[config.mk]
export PLATFORM = sky130hd
export DESIGN_NAME = regfile_wb_arbiter_flat
export DESIGN_NICKNAME = d
export VERILOG_FILES = /design/src/rtl/regfile_wb_arbiter_if.sv /design/src/rtl/regfile_wb_arbiter.sv /design/src/flat_wrapper.sv
export SDC_FILE = /design/constraint.sdc
export NUM_CORES = 1
export LEC_CHECK = 0
export BUFFER_PORTS_ARGS = -buffer_cell sky130_fd_sc_hd__buf_2
export CAP_MARGIN = 15
export CORE_MARGIN = 4
export CORE_UTILIZATION = 40
export DETAILED_ROUTE_END_ITERATION = 10
export PLACE_DENSITY = 0.63
export SYNTH_ARGS = -nofsm -noshare
export SYNTH_HDL_FRONTEND = slang
export SYNTH_SLANG_ARGS = --single-unit
[constraint.sdc]
create_clock -name clk -period 4.4 [get_ports clk]
set_input_delay 0.44 -clock clk [delete_from_list [all_inputs] [get_ports clk]]
set_output_delay 0.44 -clock clk [all_outputs]
set_load 0.01 [all_outputs]
[src/rtl/regfile_wb_arbiter_if.sv]
// Bundles the ALU/load writeback streams and register-file write port of regfile_wb_arbiter.
// WB_PENDING_CHECK_EN adds the pending-load lookup signals.
interface regfile_wb_arbiter_if #(
    parameter int unsigned N = 5,
    parameter int unsigned W = 32
);
    logic         alu_valid;
    logic [N-1:0] alu_rd;
    logic [W-1:0] alu_data;
    logic         mem_valid;
    logic         mem_ready;
    logic [N-1:0] mem_rd;
    logic [W-1:0] mem_data;
    logic         RegWrite;
    logic [N-1:0] write;
    logic [W-1:0] data;
    logic         fifo_full;
    logic         fifo_empty;
`ifdef WB_PENDING_CHECK_EN
    logic [N-1:0] pend_addr1;
    logic [N-1:0] pend_addr2;
    logic         pend_hit1;
    logic         pend_hit2;
`endif

`ifdef WB_PENDING_CHECK_EN
    modport master (
        output alu_valid, alu_rd, alu_data, mem_valid, mem_rd, mem_data, pend_addr1, pend_addr2,
        input  mem_ready, RegWrite, write, data, fifo_full, fifo_empty, pend_hit1, pend_hit2
    );
    modport slave (
        input  alu_valid, alu_rd, alu_data, mem_valid, mem_rd, mem_data, pend_addr1, pend_addr2,
        output mem_ready, RegWrite, write, data, fifo_full, fifo_empty, pend_hit1, pend_hit2
    );
`else
    modport master (
        output alu_valid, alu_rd, alu_data, mem_valid, mem_rd, mem_data,
        input  mem_ready, RegWrite, write, data, fifo_full, fifo_empty
    );
    modport slave (
        input  alu_valid, alu_rd, alu_data, mem_valid, mem_rd, mem_data,
        output mem_ready, RegWrite, write, data, fifo_full, fifo_empty
    );
`endif
endinterface

[src/rtl/regfile_wb_arbiter.sv]
// Merges ALU writebacks (priority) and buffered load returns onto one register-file write port.
// Optional macro WB_PENDING_CHECK_EN adds pend_addr/pend_hit lookups for decode stalls.
module regfile_wb_arbiter #(
    parameter int unsigned N     = 5,
    parameter int unsigned W     = 32,
    parameter int unsigned DEPTH = 4
) (
    input logic           clk,
    input logic           rst,
    regfile_wb_arbiter_if.slave bus
);
    localparam int unsigned Aw = $clog2(DEPTH);
    localparam logic [Aw:0] CountFull = (Aw + 1)'(DEPTH);

    logic [N-1:0]  fifo_rd_q   [DEPTH];
    logic [W-1:0]  fifo_data_q [DEPTH];
    logic [Aw-1:0] rd_ptr_q, rd_ptr_d;
    logic [Aw-1:0] wr_ptr_q, wr_ptr_d;
    logic [Aw:0]   count_q, count_d;

    logic          wr_en_q, wr_en_d;
    logic [N-1:0]  wr_addr_q, wr_addr_d;
    logic [W-1:0]  wr_data_q, wr_data_d;

    logic empty, full, mem_acc, alu_issue, pop, bypass, push;

    assign empty = (count_q == '0);
    assign full  = (count_q == CountFull);

    // x0 writes are consumed here and never reach the FIFO or the output register.
    assign mem_acc   = bus.mem_valid && !full;
    assign alu_issue = bus.alu_valid && (bus.alu_rd != '0);
    assign pop       = !alu_issue && !empty;
    assign bypass    = !alu_issue && empty && mem_acc && (bus.mem_rd != '0);
    assign push      = mem_acc && (bus.mem_rd != '0) && !bypass;

    always_comb begin
        rd_ptr_d  = rd_ptr_q;
        wr_ptr_d  = wr_ptr_q;
        count_d   = count_q;
        wr_en_d   = 1'b0;
        wr_addr_d = wr_addr_q;
        wr_data_d = wr_data_q;

        if (push) wr_ptr_d = wr_ptr_q + 1'b1;
        if (pop)  rd_ptr_d = rd_ptr_q + 1'b1;
        unique case ({push, pop})
            2'b10:   count_d = count_q + 1'b1;
            2'b01:   count_d = count_q - 1'b1;
            default: count_d = count_q;
        endcase

        if (alu_issue) begin
            wr_en_d   = 1'b1;
            wr_addr_d = bus.alu_rd;
            wr_data_d = bus.alu_data;
        end else if (pop) begin
            wr_en_d   = 1'b1;
            wr_addr_d = fifo_rd_q[rd_ptr_q];
            wr_data_d = fifo_data_q[rd_ptr_q];
        end else if (bypass) begin
            wr_en_d   = 1'b1;
            wr_addr_d = bus.mem_rd;
            wr_data_d = bus.mem_data;
        end
    end

    always_ff @(posedge clk) begin
        if (rst) begin
            rd_ptr_q  <= '0;
            wr_ptr_q  <= '0;
            count_q   <= '0;
            wr_en_q   <= 1'b0;
            wr_addr_q <= '0;
            wr_data_q <= '0;
        end else begin
            rd_ptr_q  <= rd_ptr_d;
            wr_ptr_q  <= wr_ptr_d;
            count_q   <= count_d;
            wr_en_q   <= wr_en_d;
            wr_addr_q <= wr_addr_d;
            wr_data_q <= wr_data_d;
        end
    end

    // Storage needs no reset: validity is tracked by the pointers and count.
    always_ff @(posedge clk) begin
        if (!rst && push) begin
            fifo_rd_q[wr_ptr_q]   <= bus.mem_rd;
            fifo_data_q[wr_ptr_q] <= bus.mem_data;
        end
    end

    assign bus.mem_ready  = !full;
    assign bus.RegWrite   = wr_en_q;
    assign bus.write      = wr_addr_q;
    assign bus.data       = wr_data_q;
    assign bus.fifo_full  = full;
    assign bus.fifo_empty = empty;

`ifdef WB_PENDING_CHECK_EN
    logic [DEPTH-1:0] entry_valid;
    logic [Aw-1:0]    offs;

    always_comb begin
        entry_valid = '0;
        offs        = '0;
        for (int unsigned i = 0; i < DEPTH; i++) begin
            // Slot i is live when its distance from the head is below the count.
            offs           = Aw'(i) - rd_ptr_q;
            entry_valid[i] = ({1'b0, offs} < count_q);
        end
    end

    always_comb begin
        bus.pend_hit1 = wr_en_q && (wr_addr_q == bus.pend_addr1);
        bus.pend_hit2 = wr_en_q && (wr_addr_q == bus.pend_addr2);
        for (int unsigned i = 0; i < DEPTH; i++) begin
            if (entry_valid[i] && fifo_rd_q[i] == bus.pend_addr1) bus.pend_hit1 = 1'b1;
            if (entry_valid[i] && fifo_rd_q[i] == bus.pend_addr2) bus.pend_hit2 = 1'b1;
        end
        if (bus.pend_addr1 == '0) bus.pend_hit1 = 1'b0;
        if (bus.pend_addr2 == '0) bus.pend_hit2 = 1'b0;
    end
`endif
endmodule

[src/flat_wrapper.sv]
// flat-port wrapper written by rule: the top's interface ports become plain ports
module regfile_wb_arbiter_flat 
#(
    parameter int unsigned N     = 5,
    parameter int unsigned W     = 32,
    parameter int unsigned DEPTH = 4
)
  (clk, rst, bus_alu_valid, bus_alu_rd, bus_alu_data, bus_mem_valid, bus_mem_rd, bus_mem_data, bus_mem_ready, bus_RegWrite, bus_write, bus_data, bus_fifo_full, bus_fifo_empty);
  regfile_wb_arbiter_if #(.N(N), .W(W)) bus_i ();
  input logic clk;
  input logic rst;
  input wire logic [$bits(bus_i.alu_valid)-1:0] bus_alu_valid;
  input wire logic [$bits(bus_i.alu_rd)-1:0] bus_alu_rd;
  input wire logic [$bits(bus_i.alu_data)-1:0] bus_alu_data;
  input wire logic [$bits(bus_i.mem_valid)-1:0] bus_mem_valid;
  input wire logic [$bits(bus_i.mem_rd)-1:0] bus_mem_rd;
  input wire logic [$bits(bus_i.mem_data)-1:0] bus_mem_data;
  output wire logic [$bits(bus_i.mem_ready)-1:0] bus_mem_ready;
  output wire logic [$bits(bus_i.RegWrite)-1:0] bus_RegWrite;
  output wire logic [$bits(bus_i.write)-1:0] bus_write;
  output wire logic [$bits(bus_i.data)-1:0] bus_data;
  output wire logic [$bits(bus_i.fifo_full)-1:0] bus_fifo_full;
  output wire logic [$bits(bus_i.fifo_empty)-1:0] bus_fifo_empty;
  assign bus_i.alu_valid = bus_alu_valid;
  assign bus_i.alu_rd = bus_alu_rd;
  assign bus_i.alu_data = bus_alu_data;
  assign bus_i.mem_valid = bus_mem_valid;
  assign bus_i.mem_rd = bus_mem_rd;
  assign bus_i.mem_data = bus_mem_data;
  assign bus_mem_ready = bus_i.mem_ready;
  assign bus_RegWrite = bus_i.RegWrite;
  assign bus_write = bus_i.write;
  assign bus_data = bus_i.data;
  assign bus_fifo_full = bus_i.fifo_full;
  assign bus_fifo_empty = bus_i.fifo_empty;
  regfile_wb_arbiter #(.N(N), .W(W), .DEPTH(DEPTH)) u_core (.clk(clk), .rst(rst), .bus(bus_i));
endmodule
### After elaboration in Yosys (flattened, before gate mapping)

Memories as Yosys holds them, arrays and structs flattened. A register that Yosys moved wholly into a read port is not among the register bits.
Index checks and enable logic that the tools add are counted.

* memory bits (writable): 148
* word-level logic and storage cells: 50
* memories: 2
* bits of input ports: 78
* output and inout port bits: 41
* flip-flop bits (word level): 45

Memories
* u_core.fifo_data_q: words 4, width 32, read ports 1, clocked after memory_dff 1, wr ports 1, line regfile_wb_arbiter.sv:16 `logic [W-1:0] fifo_data_q [DEPTH];`
* u_core.fifo_rd_q: words 4, width 5, read ports 1, clocked after memory_dff 1, wr ports 1, line regfile_wb_arbiter.sv:15 `logic [N-1:0] fifo_rd_q [DEPTH];`

* reductions and logical operators: 19
* mux-type cells: 16
* add/sub/neg operators: 4
* equality and inequality tests: 3

Operators with widths (count)
* two-way mux 32 bit: 3
* two-way mux 5 bit: 3
* nonzero test 5 bit: 2
* logical AND 1 bit: 9
* two-way mux 2 bit: 4
* one-hot mux 3 bit (2 select lines): 1
* zero test 1 bit: 5
* two-way mux 1 bit: 5
* adder 2 x 1 -> 2 bit (second input constant): 2
* adder 3 x 1 -> 3 bit (second input constant): 1
* equality test 3 bit (second input constant): 1
* zero test 3 bit: 1
* nonzero test 3 bit: 1
* subtractor 3 x 1 -> 3 bit (second input constant): 1
* equality test 2 x 1 -> 1 bit (second input constant): 1
* equality test 2 bit (second input constant): 1
* nonzero test 2 bit: 1

### Depth between registers and ports, before layout

* depth in word-level cells: 11
* depth in mapped cells: 11
* gate-level depth less buffers: 9

### Worst setup path before layout

OpenSTA, ideal clock, no wires.

* path kind: input to register
* from: in bus_alu_rd[2]
* to: mem u_core.fifo_data_q[1][0], enable pin
* required time: 3.915 ns
* path slack: -0.024 ns
* path buffers: 2
* setup time: 0.485 ns
* stages on the path: 6
* arrival time: 3.938 ns
* cells stage by stage: or4_4 buf_6 o21ai_4 or2_2 clkbuf_1 nor3b_1

* cells in the longest elaborated chain, start to end: 11

RTL lines
* start, declared: line flat_wrapper.sv:13 `input wire logic [$bits(bus_i.alu_rd)-1:0] bus_alu_rd;`
* nonzero test 5 bit: line regfile_wb_arbiter.sv:32 `assign alu_issue = bus.alu_valid && (bus.alu_rd != '0);`
* logical AND 1 bit: line regfile_wb_arbiter.sv:32
* zero test 1 bit: line regfile_wb_arbiter.sv:34 `assign bypass = !alu_issue && empty && mem_acc && (bus.mem_rd != '0);`
* logical AND 1 bit (3 in a row): line regfile_wb_arbiter.sv:34
* zero test 1 bit: line regfile_wb_arbiter.sv:35 `assign push = mem_acc && (bus.mem_rd != '0) && !bypass;`
* logical AND 1 bit: line regfile_wb_arbiter.sv:35
* logical AND 1 bit: line regfile_wb_arbiter.sv:88 `if (!rst && push) begin`
* two-way mux 1 bit: line regfile_wb_arbiter.sv:88
* two-way mux 1 bit (not written as such): line regfile_wb_arbiter.sv:90 `fifo_data_q[wr_ptr_q] <= bus.mem_data;`
* end, declared: line regfile_wb_arbiter.sv:16

No other way between the ends.

### Worst setup path in the final report

* from: reg u_core.count_q[0]
* to: out bus_fifo_empty

* cells in the longest elaborated chain, start to end: 1

RTL lines
* start, declared: line regfile_wb_arbiter.sv:19 `logic [Aw:0] count_q, count_d;`
* start signal, assigned: line regfile_wb_arbiter.sv:79 `count_q <= count_d;`
* zero test 3 bit: line regfile_wb_arbiter.sv:27 `assign empty = (count_q == '0);`
* end, declared: line flat_wrapper.sv:23 `output wire logic [$bits(bus_i.fifo_empty)-1:0] bus_fifo_empty;`

No other way between the ends.

==> impl_metrics.toml <==
[worst_setup_path]
r2r_end = "u_core.count_q[2]"
worstRegToRegCells = 9
r2r_slack_ps = 1490
start_kind = "flop"
cp_max_fo = 41
critPathCaptureType = "output port"
r2r-start = "u_core.count_q[0]"
cp_data_required_time_ps = 3960
crit_arrival_ps = 2580
crit_type = "flop to output port"

[finish]
synthToLayoutAreaGrowth_pct = 18.1
multiInputGateArea_sq_um = 2330
mostFrequentLayoutCells = "148 x edfxtp_1, 118 x buf_2, 70 x nand2_1"
final_nets = 705
seq_area_sq_um = 5390
final_common_cell = "edfxtp_1"
fillCellCount = 1680
drive_gt1_frac = 0.339

[worst_hold_path]
min_path_type = "input pin to flop"
hold-path-cell-count = 1
min_from = "bus_mem_data[9]"
min_to = "u_core.fifo_data_q[2][9]"

[synthesis]
synth_cell_types = 38
yosys.area.top_type = "edfxtp_1"
syn_avg_cell_area_sq_um = 15.7
synth_warnings = 0
yosysSeqAreaShare = 0.678
synth_nets = 591
synthCells = 507
synth-seq-cells = 195
syn-cell-area_sq_um = 7940
yosys.area.top_type_share = 0.560
synth_area_leaders = "edfxtp_1 56%, dfxtp_1 12%, mux4_2 10%"

[clock_tree]
cts.sinks = 195
insertion_delay_ps = 430
cts_tree = "done"
path_clk_slew_ps = 70
cts_made_buffers = 17
hold_buffers = 0
cts-htree-levels = 4
clockRootBuffer = "clkbuf_16"
post_cts_buffers = 0
cts_buffer_depth = 2
cts_resized = 0

[global_route]
grt_pass1_vias = 5024
grt_start_max_net_pins = 42
grtUsageTotal = 0.170
overflow = 0
grt_util_met2 = 0.280
antenna_found_initial = 2
grt_pass1_wl_microns = 28500
met1_usage = 0.216
gr-usage-met3 = 0.0435
gr-max-usage-layer = "met2"

[timing]
clock_skew_ps = 12.4
max_slew_margin = 0.281
setup_viol_count_final = 0
rsz0062_at_grt = "false"
finalHoldViolCount = 0
finalCriticalPeriod_ps = 3020
setup_tns_ps = 0
timing.final.max_slew_violations = 0
setup_ws_ps = 1380
worst_slew_pin_slew_ps = 1080
fmax_mhz = 332
post-route-period-util = 0.686

[pwr]
clkPwrFrac = 0.287
max-vdd-ir-drop_uv = 312
share_seq_of_total_power = 0.440
p_per_area_nw_per_um2 = 559
p_sw_w = 0.00166
internal_power_w = 0.00358
switching_share = 0.317
p_leak_nw = 3.33
pwr-share-comb = 0.273

[drt]
drc = 0
vias = 4810
drtAntennaViolNets = 0
drt_wl_total_microns = 18300
via_per_inst = 5.34
drtPass1Iterations = 5
first_iter_violations = 359
wire_per_inst_microns = 20.3

[die]
rows = 51
die_h_microns = 149
die_area_sq_um = 22200
start_util = 0.408
ios = 119
core_sq_um = 19500
die_w_microns = 149

[placement]
place_congestion = 0.737
portBuffers = 118
post-place-ws_ps = 1190
dp_hpwl_microns = 11200

[flow_run]
cap_violations = 0

[run_status]
outcome = "finished clean"
-- kinds of logic (layout without fill, tap and decap cells) --
kind of cell / after synthesis / in the layout / synth area share
other: 0 / 1 / 0
adders and majority gates: 6 / 6 / 0.0104
buffers and inverters: 44 / 171 / 0.0318
xor gates and xnor gates: 2 / 2 / 0.00221
muxes: 37 / 37 / 0.105
and+or+nand+nor: 163 / 163 / 0.104
AOI/OAI and AO/OA: 60 / 60 / 0.0679
DFF: 195 / 195 / 0.678
-- flip-flops by register name, indices dropped and copies added, names as in the netlist, named ones only --
register,flops
u_core.fifo_data_q,128
u_core.bus.data,32
u_core.fifo_rd_q,20
u_core.bus.write,5
u_core.count_q,3
u_core.rd_ptr_q,2
u_core.wr_ptr_q,2
u_core.bus.RegWrite,1
-- routing by layer --
metal	part of all wire	wire, microns
met5	0.00038	7
met4	0.023	417
met3	0.054	994
met2	0.51	9250
met1	0.42	7590
-- through the flow --
| step | instances | util | instance area (sq um) | power (W) | hold WS, ps |
|---|---|---|---|---|---|
| global route | 900 | 0.482 | 9380 | 0.00554 | 224 |
| global placement | 865 | 0.449 | 8750 | 0.00374 | 443 |
| detailed placement | 865 | 0.449 | 8750 | 0.00378 | 453 |
| finish | 900 | 0.482 | 9380 | 0.00524 | 237 |
| CTS | 897 | 0.479 | 9320 | 0.00529 | 220 |
| floorplan | 507 | - | 7940 | 0.00332 | 478 |
-- power groups by stage --
stage,combinational [W],sequential (W),clock [W]
finish,0.00143,0.00231,0.00151
global route,0.00159,0.00233,0.00162
CTS,0.00144,0.00231,0.00155
detailed placement,0.00143,0.00235,0
global placement,0.00141,0.00234,0
floorplan,0.000966,0.00235,0
-- cell type report --
class	instances	area share
repair buffers	129	0.0761
well taps	265	0.0354
inverters	10	0.00400
clock buffers	17	0.0454
diodes	1	0.000267
clock inverters	15	0.0156
multi-input cells	268	0.249
flip-flops and latches	195	0.575
-- worst max path at each step --
stage	from	to	slack [ps]
floorplan	bus_alu_rd[2]	u_core.fifo_data_q[1][0]	-20
global placement	bus_mem_rd[2]	u_core.count_q[2]	1280
detailed placement	bus_mem_rd[2]	u_core.count_q[2]	1190
CTS	u_core.count_q[0]	bus_fifo_empty	1340
global route	u_core.count_q[0]	bus_fifo_empty	1250
finish	u_core.count_q[0]	bus_fifo_empty	1380
-- worst max-delay path, stage by stage (launching register included) --
cell and delay, ps:
dfxtp_1 360, or3_2 900, inv_2 170, buf_4 470, buf_2 230
-- cells in the mapped netlist (all sizes together) --
cell type,number
edfxtp,148
nand2,70
dfxtp,47
mux4,37
a32o,35
nand3,35
nand2b,21
buf,19
clkbuf,15
or2b,14
inv,10
a21oi,8
o21ai,7
ha,5
nor2,5
or4,5
nor3b,4
or3,4
a221oi,2
a22oi,2
or3b,2
xor2,2
a2bb2oi,1
a311oi,1
a31o,1
a32oi,1
and2,1
and3b,1
fa,1
o211ai,1
o21a,1
or2,1
(Power assumes the default switching activity.)
